### src/rtl/fp_pkg.sv
// Shared single-precision FPU definitions: rounding modes, fflags bit
// positions, canonical constants and the packed binary32 layout.
package fp_pkg;

    // RISC-V rounding modes after decode has resolved DYN and illegal codes.
    typedef enum logic [2:0] {
        RM_RNE = 3'b000,
        RM_RTZ = 3'b001,
        RM_RDN = 3'b010,
        RM_RUP = 3'b011,
        RM_RMM = 3'b100
    } rm_e;

    // Bit positions inside fflags = {NV, DZ, OF, UF, NX}.
    localparam int FLAG_NX = 0;
    localparam int FLAG_UF = 1;
    localparam int FLAG_OF = 2;
    localparam int FLAG_DZ = 3;
    localparam int FLAG_NV = 4;

    localparam logic [31:0] CANON_NAN  = 32'h7FC0_0000;
    localparam logic [30:0] MAX_FINITE = 31'h7F7F_FFFF;

    typedef struct packed {
        logic        sign;
        logic [7:0]  exp;
        logic [22:0] frac;
    } fp32_t;

endpackage

### src/rtl/fp_round_decide.sv
// Rounding-increment decision shared by the add, multiply and convert
// datapaths. Purely combinational.
module fp_round_decide
    import fp_pkg::*;
(
    input  logic       sign,
    input  logic       lsb,
    input  logic [2:0] grs,
    input  logic [2:0] rm,
    output logic       inc,
    output logic       inexact
);

    // Select the increment for the active rounding mode; unused codes fall back to RNE.
    always_comb begin
        inexact = |grs;
        case (rm_e'(rm))
            RM_RTZ:  inc = 1'b0;
            RM_RDN:  inc = sign & inexact;
            RM_RUP:  inc = ~sign & inexact;
            RM_RMM:  inc = grs[2];
            default: inc = grs[2] & (grs[1] | grs[0] | lsb);
        endcase
    end

endmodule

### src/rtl/fadd_round_pack.sv
// Final add/sub stage: rounds the normalised value, handles carry-out and
// overflow, and packs the IEEE-754 result with fflags. Two-stage
// valid/ready pipeline that holds its output under back-pressure.
module fadd_round_pack
    import fp_pkg::*;
#(
    parameter int EXP_W  = 8,
    parameter int FRAC_W = 23
) (
    input  logic                    clk,
    input  logic                    reset_n,
    input  logic                    valid_in,
    output logic                    ready_in,
    input  logic                    sign_in,
    input  logic [EXP_W-1:0]        exp_in,
    input  logic [FRAC_W-1:0]       frac_in,
    input  logic [2:0]              grs_in,
    input  logic [2:0]              rm_in,
    input  logic                    nan_in,
    input  logic                    inf_in,
    input  logic                    invalid_in,
    input  logic                    underflow_in,
    output logic                    valid_out,
    input  logic                    ready_out,
    output logic [EXP_W+FRAC_W:0]   result,
    output logic [4:0]              fflags
);

    localparam int EF_W = EXP_W + FRAC_W;
    localparam logic [EXP_W-1:0] EXP_ALL1 = '1;
    localparam logic [EXP_W-1:0] EXP_MAXF = EXP_ALL1 - 1'b1;

    // Handshake / stage occupancy
    logic s1_valid_q;
    logic s2_valid_q;
    logic s1_adv;
    logic s2_adv;

    // Stage 1 state
    logic              s1_sign_q;
    logic [EXP_W-1:0]  s1_exp_q;
    logic [FRAC_W-1:0] s1_frac_q;
    logic [2:0]        s1_rm_q;
    logic              s1_inc_q;
    logic              s1_nx_q;
    logic              s1_nan_q;
    logic              s1_inf_q;
    logic              s1_nv_q;
    logic              s1_tiny_q;
    logic              s1_expmax_q;

    // Stage 2 state
    logic [EF_W:0] result_q;
    logic [EF_W:0] result_d;
    logic [4:0]    fflags_q;
    logic [4:0]    fflags_d;

    logic          rd_inc;
    logic          rd_nx;
    logic [EF_W-1:0] rounded;
    logic          ovf;
    logic [EF_W:0] inf_val;
    logic [EF_W:0] maxf_val;

    // A stage moves forward when it is empty or its consumer takes data;
    // ready_in therefore depends only on ready_out and the stage valids.
    assign s2_adv   = ~s2_valid_q | ready_out;
    assign s1_adv   = ~s1_valid_q | s2_adv;
    assign ready_in = s1_adv;

    fp_round_decide u_round_decide (
        .sign    (sign_in),
        .lsb     (frac_in[0]),
        .grs     (grs_in),
        .rm      (rm_in),
        .inc     (rd_inc),
        .inexact (rd_nx)
    );

    // Stage 1 valid: refills whenever the stage is allowed to advance.
    always_ff @(posedge clk or negedge reset_n) begin
        if (!reset_n) begin
            s1_valid_q <= 1'b0;
        end else if (s1_adv) begin
            s1_valid_q <= valid_in;
        end
    end

    // Stage 1 payload: operand, rounding decision and special/overflow class.
    always_ff @(posedge clk or negedge reset_n) begin
        if (!reset_n) begin
            s1_sign_q   <= 1'b0;
            s1_exp_q    <= '0;
            s1_frac_q   <= '0;
            s1_rm_q     <= '0;
            s1_inc_q    <= 1'b0;
            s1_nx_q     <= 1'b0;
            s1_nan_q    <= 1'b0;
            s1_inf_q    <= 1'b0;
            s1_nv_q     <= 1'b0;
            s1_tiny_q   <= 1'b0;
            s1_expmax_q <= 1'b0;
        end else if (valid_in && s1_adv) begin
            s1_sign_q   <= sign_in;
            s1_exp_q    <= exp_in;
            s1_frac_q   <= frac_in;
            s1_rm_q     <= rm_in;
            s1_inc_q    <= rd_inc;
            s1_nx_q     <= rd_nx;
            s1_nan_q    <= nan_in;
            s1_inf_q    <= inf_in;
            s1_nv_q     <= invalid_in;
            s1_tiny_q   <= (exp_in == '0) | underflow_in;
            s1_expmax_q <= (exp_in == EXP_ALL1) & ~nan_in & ~inf_in;
        end
    end

    // Exponent and fraction are added as one field so a mantissa carry
    // bumps the exponent (covers subnormal->normal and 1.111..->10.0).
    assign rounded  = {s1_exp_q, s1_frac_q} + EF_W'(s1_inc_q);
    assign ovf      = (rounded[EF_W-1:FRAC_W] == EXP_ALL1) | s1_expmax_q;
    assign inf_val  = {s1_sign_q, EXP_ALL1, {FRAC_W{1'b0}}};
    assign maxf_val = {s1_sign_q, EXP_MAXF, {FRAC_W{1'b1}}};

    // Pack the result: specials override overflow, which overrides the plain rounded value.
    always_comb begin
        result_d          = {s1_sign_q, rounded};
        fflags_d          = '0;
        fflags_d[FLAG_NX] = s1_nx_q;
        fflags_d[FLAG_UF] = s1_tiny_q & s1_nx_q;
        fflags_d[FLAG_NV] = s1_nv_q;
        if (ovf) begin
            fflags_d[FLAG_OF] = 1'b1;
            fflags_d[FLAG_NX] = 1'b1;
            case (rm_e'(s1_rm_q))
                RM_RTZ:  result_d = maxf_val;
                RM_RDN:  result_d = s1_sign_q ? inf_val : maxf_val;
                RM_RUP:  result_d = s1_sign_q ? maxf_val : inf_val;
                default: result_d = inf_val;
            endcase
        end
        if (s1_inf_q) begin
            result_d          = inf_val;
            fflags_d          = '0;
            fflags_d[FLAG_NV] = s1_nv_q;
        end
        if (s1_nan_q) begin
            result_d          = {1'b0, EXP_ALL1, 1'b1, {(FRAC_W-1){1'b0}}};
            fflags_d          = '0;
            fflags_d[FLAG_NV] = s1_nv_q;
        end
    end

    // Stage 2 valid: takes stage 1's valid whenever the output is free or drained.
    always_ff @(posedge clk or negedge reset_n) begin
        if (!reset_n) begin
            s2_valid_q <= 1'b0;
        end else if (s2_adv) begin
            s2_valid_q <= s1_valid_q;
        end
    end

    // Stage 2 payload: only loaded with real data so the outputs stay put while stalled.
    always_ff @(posedge clk or negedge reset_n) begin
        if (!reset_n) begin
            result_q <= '0;
            fflags_q <= '0;
        end else if (s1_valid_q && s2_adv) begin
            result_q <= result_d;
            fflags_q <= fflags_d;
        end
    end

    assign valid_out = s2_valid_q;
    assign result    = result_q;
    assign fflags    = fflags_q;

endmodule
### config.mk
export PLATFORM = sky130hd
export DESIGN_NAME = fadd_round_pack
export DESIGN_NICKNAME = d
export VERILOG_FILES = /design/src/rtl/fp_pkg.sv /design/src/rtl/fp_round_decide.sv /design/src/rtl/fadd_round_pack.sv
export SDC_FILE = /design/constraint.sdc
export NUM_CORES = 1
export LEC_CHECK = 0
export BUFFER_PORTS_ARGS = -buffer_cell sky130_fd_sc_hd__buf_2
export CAP_MARGIN = 30
export CELL_PAD_IN_SITES_DETAIL_PLACEMENT = 1
export CELL_PAD_IN_SITES_GLOBAL_PLACEMENT = 1
export CORE_UTILIZATION = 35
export CTS_CLUSTER_SIZE = 28
export DETAILED_ROUTE_END_ITERATION = 7
export PLACE_DENSITY_LB_ADDON = 0.25
export SLEW_MARGIN = 20
export SYNTH_ARGS = -nofsm -noshare
export SYNTH_HDL_FRONTEND = slang
export SYNTH_HIERARCHICAL = 1
export SYNTH_SLANG_ARGS = --single-unit
### constraint.sdc
create_clock -name clk -period 2.85 [get_ports clk]
set_input_delay 0 -clock clk [delete_from_list [all_inputs] [get_ports clk]]
set_output_delay 0 -clock clk [all_outputs]
set_load 0.005 [all_outputs]
==> results of run 1 <==
==> worst max-delay path, cell delays in order (launching register included) <==
cell,delay (ps)
dfrtp_1,380
ha_2,210
buf_4,110
buf_4,100
nand4_1,160
or4_4,580
nor3_4,190
xnor2_2,180
nor4_4,70
buf_6,150
o211a_4,300
a221o_2,310
==> final cells by class <==
cell class                      instances  area (um^2)  share of cell area (%)
Clock inverter                          5         56.3                    1.05
Sequential cell                        80         2000                    37.2
Timing Repair Buffer                  157         1110                    20.6
Inverter                                2         7.51                   0.139
Clock buffer                           11          141                    2.63
Tap cell                              140          175                    3.25
Multi-Input combinational cell        229         1890                    35.2
==> through the flow <==
step | utilization [%] | cells | instance area [um^2] | setup slack, ps | setup TNS, ps
floorplan | - | 325 | 3930 | 84.8 | 0
detailed placement | 42.4 | 556 | 4610 | -74.6 | -330
global placement | 42.0 | 554 | 4570 | 33.5 | 0
finish | 49.5 | 624 | 5390 | -33.6 | -78.9
CTS | 48.6 | 618 | 5290 | 8.33 | 0
global route | 49.5 | 624 | 5390 | -111 | -1530
==> timing repair <==
action                                  4_1_cts  5_1_grt
resized for setup                             3       10
pin swaps                                     2        5
endpoints found under the setup margin       14       28
cloned                                        1        3
endpoints found under the hold margin        82        0
buffers inserted                              2        3
hold buffers                                 43        0
==> state kept, by name, summed over array words and instances, names as in the netlist <==
signal / cells
result: 32
s1_exp_q: 8
s1_valid_q: 1
s1_nx_q: 1
s1_nan_q: 1
fflags: 4
valid_out: 1
s1_expmax_q: 1
s1_tiny_q: 1
s1_inc_q: 1
s1_inf_q: 1
s1_sign_q: 1
s1_rm_q: 3
s1_frac_q: 23
s1_nv_q: 1
==> power by group <==
part	internal, W	switching (W)	total, W	leakage [nW]
Clock	0.000428	0.000430	0.000858	0.0993
Sequential	0.00130	0.000150	0.00145	0.963
Combinational	0.000390	0.000314	0.000704	1.35
Total	0.00212	0.000894	0.00301	2.41
==> kinds of logic (layout without fill, tap and decap cells) <==
kind of cell	count (synthesis)	in the layout
flops	80	80
fa+ha+maj	2	2
simple gates	106	109
other cells	1	1
xor+xnor	31	31
compound gates	44	45
buf+inv	20	175
mux	41	41
==> layout by cell type, fill, tap and decap left out, types with 2 or more instances in the layout <==
cell / n
nand4_1: 10
xor2_1: 12
nor4_1: 5
nand2_1: 18
and2_1: 4
buf_4: 29
nand3_1: 19
buf_2: 82
xnor2_1: 17
mux2_2: 40
and3_1: 3
nand2b_1: 3
o21ai_0: 4
and4_1: 4
or4_4: 2
o211ai_1: 2
or4_1: 3
and3_2: 3
clkbuf_8: 10
nor2_4: 4
clkinv_2: 2
dfrtp_1: 80
nand3b_1: 3
inv_1: 2
buf_12: 2
o211a_4: 2
a21oi_1: 6
nor2_1: 14
a221o_1: 16
dlygate4sd3_1: 43
nor3_1: 3
a221o_2: 5
==> worst max-delay path by stage <==
stage	from	to	slack [ps]	cells past startpoint
6_report	s1_inc_q	result[7]	-30	11
5_1_grt	s1_inc_q	result[7]	-110	11
4_1_cts	s1_inc_q	result[7]	8	10
3_5_place_dp	s1_inc_q	result[25]	-70	10
3_3_place_gp	s1_frac_q[0]	result[25]	30	10
2_1_floorplan	s1_frac_q[0]	result[20]	80	10
==> per-layer routing <==
layer	track usage, %	vias up
li1	-	1514
met1	25.0	1660
met2	33.1	62
met3	3.13	16
met4	6.26	0
met5	0	-
==> run_results.csv, run 1 <==
group,metric,value,unit
yosys,synth-compound-area-share,9.90,%
setup_path,cp-start-kind,"flop",
floorplanning,rows,38,
yosys,synthFlopType,"dfrtp_1",
sta,worstMarginPinSlew,541,ps
detailed_routing,routed.top_layer,"met4",
power_and_ir_drop,p_leak,2.41,nW
sta,setup_slack,-33.6,ps
status,status,"complete, but fails checks",
global_route,grt_pass1_wl,17300,um
floorplanning,dieHeight,108,um
detailed_routing,final_antenna_net_count,0,
yosys,synth.top_cell.area_share,50.9,%
finish,syn_to_final_growth,36.9,%
clocking,cts-buffers-inserted,9,
detailed_routing,routed_wl,11100,um
yosys,synth-edff-count,0,
sta,setup_violations,5,
sta,timing.slew.headroom,63.9,%
global_route,grt_max_degree,42,
setup_path,rrSetupSlack,-30,ps
placed_design,io_buffers,83,
power_and_ir_drop,ir_drop,241,uV
yosys,synth_simple_gate_area_share,16.2,%
setup_path,end_kind,"flop",
yosys,synth_top_cells_by_count,"dfrtp_1 (80), mux2_2 (40), nand2_1 (19), nand3_1 (19), xnor2_1 (18)",
global_route,grt_usage,19.4,%
finish,final_layout_size_suffix_gt1_share,41.9,%
clocking,root_buffer,"clkbuf_8",
global_route,grt_pass1_vias,3441,
yosys,synth.avg_cell_area,12.1,um^2
detailed_routing,first_pass_iters,4,
sta,fin_crit,2880,ps
floorplanning,ioPinCount,85,
floorplanning,coreArea,10900,um^2
detailed_routing,num_vias,3252,
setup_path,r2r_cells,11,
finish,antenna_cells,0,
placed_design,place_congestion,0.795,
yosys,ys_warn_count,6,
yosys,synth_top_family_by_area,"simple AND/OR/NAND/NOR gates",
setup_path,rr_startpoint,"s1_inc_q",
yosys,async_flop_share,100,%
setup_path,timing.rr.end,"result[7]",
worst_hold_path,hold_path.class,"primary input to flop",
sta,slew_viol_final,0,
floorplanning,fp.dieArea,11700,um^2
placed_design,hpwl,7230,um
sta,whs,1.24,ps
finish,nNetsFinal,527,
detailed_routing,avgRoutedWirePerCell,17.9,um
yosys,ys_seq_area_share,50.9,%
detailed_routing,wl_met2,5600,um
sta,clock_skew,14.3,ps
setup_path,required,3080,ps
detailed_routing,met3_length,315,um
yosys,synth_area_leaders,"dfrtp_1 (51%), mux2_2 (11%), a221o_1 (4.1%)",
detailed_routing,drt-met1-wl,5050,um
job,maxCapViolCount,0,
worst_hold_path,hold_start,"grs_in[0]",
setup_path,path_class,"flop to flop",
sta,hold_viol_final,0,
floorplanning,initial_core_util,36.1,%
clocking,cts_tree,"done",
yosys,yosysMostFrequentCell,"dfrtp_1",
yosys,synth_nets,373,
worst_hold_path,whs_endpoint,"s1_nx_q",
finish,filler_cell_count,1182,
yosys,synth.largest_area_cell,"dfrtp_1",
clocking,ctsHtreeMaxLevel,3,
yosys,syn_area,3930,um^2
detailed_routing,viasPerCell,5.21,
yosys,yosys-mux-area-fraction,11.7,%
sta,rsz0062_at_grt,"true",
worst_hold_path,whs_path_depth,4,
detailed_routing,route.detailed.drc,0,
setup_path,cp.arrival,3120,ps
power_and_ir_drop,power_density,559,nW/um^2
global_route,overflow,0,
clocking,cts.path.max_buffers,2,
clocking,clk_latency,360,ps
status,violations,"setup timing",
clocking,cts.sinks,80,
yosys,ys_types,50,
power_and_ir_drop,power,0.00301,W
floorplanning,die_w,108,um
sta,fin_crit_sh,101,%
yosys,synthAdderAreaFrac,0.636,%
yosys,synth-xor-area-share,6.90,%
detailed_routing,drt_iter0_drc,170,
setup_path,worstPathMaxFanout,12,
clocking,path_clk_slew,90,ps
sta,fmax,347,MHz
global_route,antenna_found_initial,0,
yosys,netlist_instances,325,
yosys,ys_seq_elements,80,
No activity file was read; power rests on OpenSTA's default activity.
==> inputs of run 2 (changes only) <==
--- a/config.mk
+++ b/config.mk
@@ -16,5 +16,4 @@
 export SLEW_MARGIN = 20
 export SYNTH_ARGS = -nofsm -noshare
 export SYNTH_HDL_FRONTEND = slang
-export SYNTH_HIERARCHICAL = 1
 export SYNTH_SLANG_ARGS = --single-unit
==> run 2 against run 1 <==
Net effect: the flow now finishes without violations; sequential share of layout area decreased by 0.57 points; fmax is 7.4% higher; clock skew shrank 5.6 ps; worst hold slack better by 160 ps; sequential cell count is the same; global-route usage up 1.5 points; cell count is 4.3% higher; wire length grew 3.0%; critical path depth decreased by 3; first-iteration DRC count down 38%; worst setup slack better by 200 ps.
==> run_results.csv, run 2 <==
group,metric,value,unit
status,status,"finished, final reports clean",
clocking,cts.path.max_buffers,2,
setup_path,critPathSlowestCell,"a221o_2",
finish,mostFrequentLayoutCell,"buf_2",
setup_path,path_buf_inv,0,
setup_path,rr_startpoint,"s1_frac_q[0]",
clocking,cts-buffers-inserted,9,
floorplanning,rows,38,
finish,mostFrequentLayoutCells,"buf_2 (82), dfrtp_1 (80), nand2_1 (51)",
detailed_routing,avgRoutedWirePerCell,17.6,um
sta,clock_skew,8.70,ps
detailed_routing,drt_iter0_drc,106,
finish,antenna_cells,0,
finish,final_layout_size_suffix_gt1_share,31.3,%
detailed_routing,final_antenna_net_count,0,
worst_hold_path,hold_start,"grs_in[1]",
finish,syn_to_final_growth,34.7,%
sta,slew_viol_final,0,
global_route,grt_util_met1,26.0,%
yosys,ys_types,51,
power_and_ir_drop,switching_share,27.5,%
yosys,synth_top_family_by_area,"simple AND/OR/NAND/NOR gates",
sta,tns,0,ps
clocking,postCtsResizedCells,0,
floorplanning,initial_core_util,36.7,%
yosys,synth-compound-area-share,10.4,%
global_route,antenna_found_initial,0,
finish,filler_cell_count,1238,
setup_path,crit_chain,"ha_1 > ha_1 > a21oi_1 > nor4_1 > a41oi_1 > a221o_2 > a31o_4 > o221a_2",
sta,rsz0062_at_grt,"false",
yosys,synthFlopType,"dfrtp_1",
yosys,synth-xor-area-share,6.69,%
sta,fmax,372,MHz
power_and_ir_drop,p_int,0.00246,W
global_route,use_met2,36.4,%
yosys,syn_area,4060,um^2
global_route,overflow,0,
yosys,ys_warn_count,0,
power_and_ir_drop,ir_drop,467,uV
clocking,cts_tree,"done",
yosys,netlist_instances,376,
setup_path,crit_top_cell,"ha_1",
clocking,ctsHtreeMaxLevel,3,
power_and_ir_drop,p_leak,2.37,nW
yosys,ys_seq_area_share,49.3,%
clocking,clk_latency,340,ps
power_and_ir_drop,seq_power_share,43.5,%
setup_path,slowest_delay,460,ps
detailed_routing,routed_wl,11500,um
setup_path,cp_top_family,"compound AO/OA/AOI/OAI gates",
setup_path,cp-startpoint,"s1_frac_q[0]",
job,maxCapViolCount,0,
global_route,grt.met3_usage,4.27,%
clocking,path_clk_slew,60,ps
power_and_ir_drop,p_sw,0.000930,W
global_route,grt_usage,20.9,%
setup_path,cp-start-kind,"flop",
setup_path,cp.arrival,2910,ps
floorplanning,ioPinCount,85,
yosys,synth.top_cell.area_share,49.3,%
sta,hold_viol_final,0,
global_route,grt_pass1_wl,18900,um
worst_hold_path,hold_path.class,"primary input to flop",
placed_design,io_buffers,83,
finish,nNetsFinal,555,
floorplanning,coreArea,11100,um^2
global_route,grt_max_degree,47,
yosys,synth_area_leaders,"dfrtp_1 (49%), mux2_2 (11%), nand2_1 (4.8%)",
floorplanning,dieHeight,110,um
power_and_ir_drop,power_density,619,nW/um^2
floorplanning,die_w,110,um
yosys,yosys-mux-area-fraction,10.8,%
yosys,synth-edff-count,0,
placed_design,hpwl,7950,um
detailed_routing,viasPerCell,5.20,
yosys,synth_top_cells_by_count,"dfrtp_1 (80), nand2_1 (52), mux2_2 (39), nor2_1 (23), o211ai_1 (21)",
detailed_routing,route.detailed.drc,0,
clocking,root_buffer,"clkbuf_16",
finish,fin_util,49.4,%
yosys,synthAdderAreaFrac,0.863,%
setup_path,path_class,"flop to flop",
power_and_ir_drop,p_clk_share,36.8,%
placed_design,place_congestion,0.855,
yosys,synth_simple_gate_area_share,19.0,%
sta,fin_crit,2690,ps
floorplanning,fp.dieArea,12000,um^2
global_route,grt_pass1_vias,3674,
yosys,yosysMostFrequentCell,"dfrtp_1",
clocking,cts.sinks,80,
yosys,async_flop_share,100,%
yosys,synth.largest_area_cell,"dfrtp_1",
finish,largest_register_ffs,32,
sta,worstMarginPinSlew,554,ps
global_route,grt.busiest_layer,"met2",
setup_path,end_kind,"flop",
sta,fin_crit_sh,94.2,%
setup_path,required,3070,ps
detailed_routing,first_pass_iters,4,
clocking,holdBufCountCts,45,
yosys,synth_nets,424,
sta,setup_violations,0,
yosys,synth.avg_cell_area,10.8,um^2
setup_path,worstPathMaxFanout,23,
yosys,ys_seq_elements,80,
placed_design,place_ws,194,ps
clocking,cts_setup_buffers,0,
sta,timing.slew.headroom,62.9,%
sta,setup_slack,164,ps
power_and_ir_drop,comb_power_share,19.7,%
detailed_routing,num_vias,3388,
run 2: changes by cell type after synthesis, moves of 4 or more:
cell	change
nand3_1	-11
nor2_1	+9
o211ai_1	+19
a221o_1	-16
buf_6	-5
inv_1	+5
nand2_1	+33
nor3_1	+5
clkbuf_1	+4
run 2: final cells by class:
| cell class | count | area [um^2] | area share [%] |
|---|---|---|---|
| tap | 140 | 175 | 3.20 |
| clock inverter | 3 | 65.1 | 1.19 |
| inverter | 7 | 26.3 | 0.480 |
| timing repair buffer | 137 | 996 | 18.2 |
| multi-input combinational | 272 | 1950 | 35.6 |
| clock buffer | 12 | 256 | 4.69 |
| sequential | 80 | 2000 | 36.6 |
run 2: routing by layer:
layer / routed length, um / part of all wire, %
met5: 0 / 0
met4: 216 / 1.9
met3: 398 / 3.5
met2: 5880 / 51
met1: 4980 / 43
run 2: kinds of logic after synthesis:
family	Yosys count
xor+xnor	31
compound gates	58
flops	80
other cells	1
fa+ha+maj	3
simple gates	140
buf+inv	24
mux	39
run 2: per-stage QoR:
step	hold WS (ps)	total power, W	std cells	cell area, um^2
final	158	0.00339	651	5470
after global routing	207	0.00357	651	5470
after CTS	117	0.00343	651	5470
after detailed placement	-8.03	0.00211	591	4700
after global placement	219	0.00207	588	4610
after floorplan	-296	0.00182	376	4060
run 2: path summary, 6_finish.rpt:
kind	cells after the start	to	slack, ps
min in group asynchronous	2	valid_out	170
min	4	s1_inc_q	160
min reg2reg	2	result[31]	470
max in group asynchronous	3	result[20]	2090
max	8	result[23]	160
max reg2reg	8	result[23]	160
run 2: power by group through the flow:
stage / clock network (W) / registers [W] / logic, W
detailed placement: 0 / 0.00149 / 0.000620
global route: 0.00132 / 0.00150 / 0.000744
floorplan: 0 / 0.00145 / 0.000370
global placement: 0 / 0.00148 / 0.000585
finish: 0.00125 / 0.00147 / 0.000666
CTS: 0.00128 / 0.00147 / 0.000673
run 2: worst min-delay path, cell delays in order:
cell,delay [ps]
buf_2,110
o21a_1,140
o22ai_1,80
o21ai_0,140
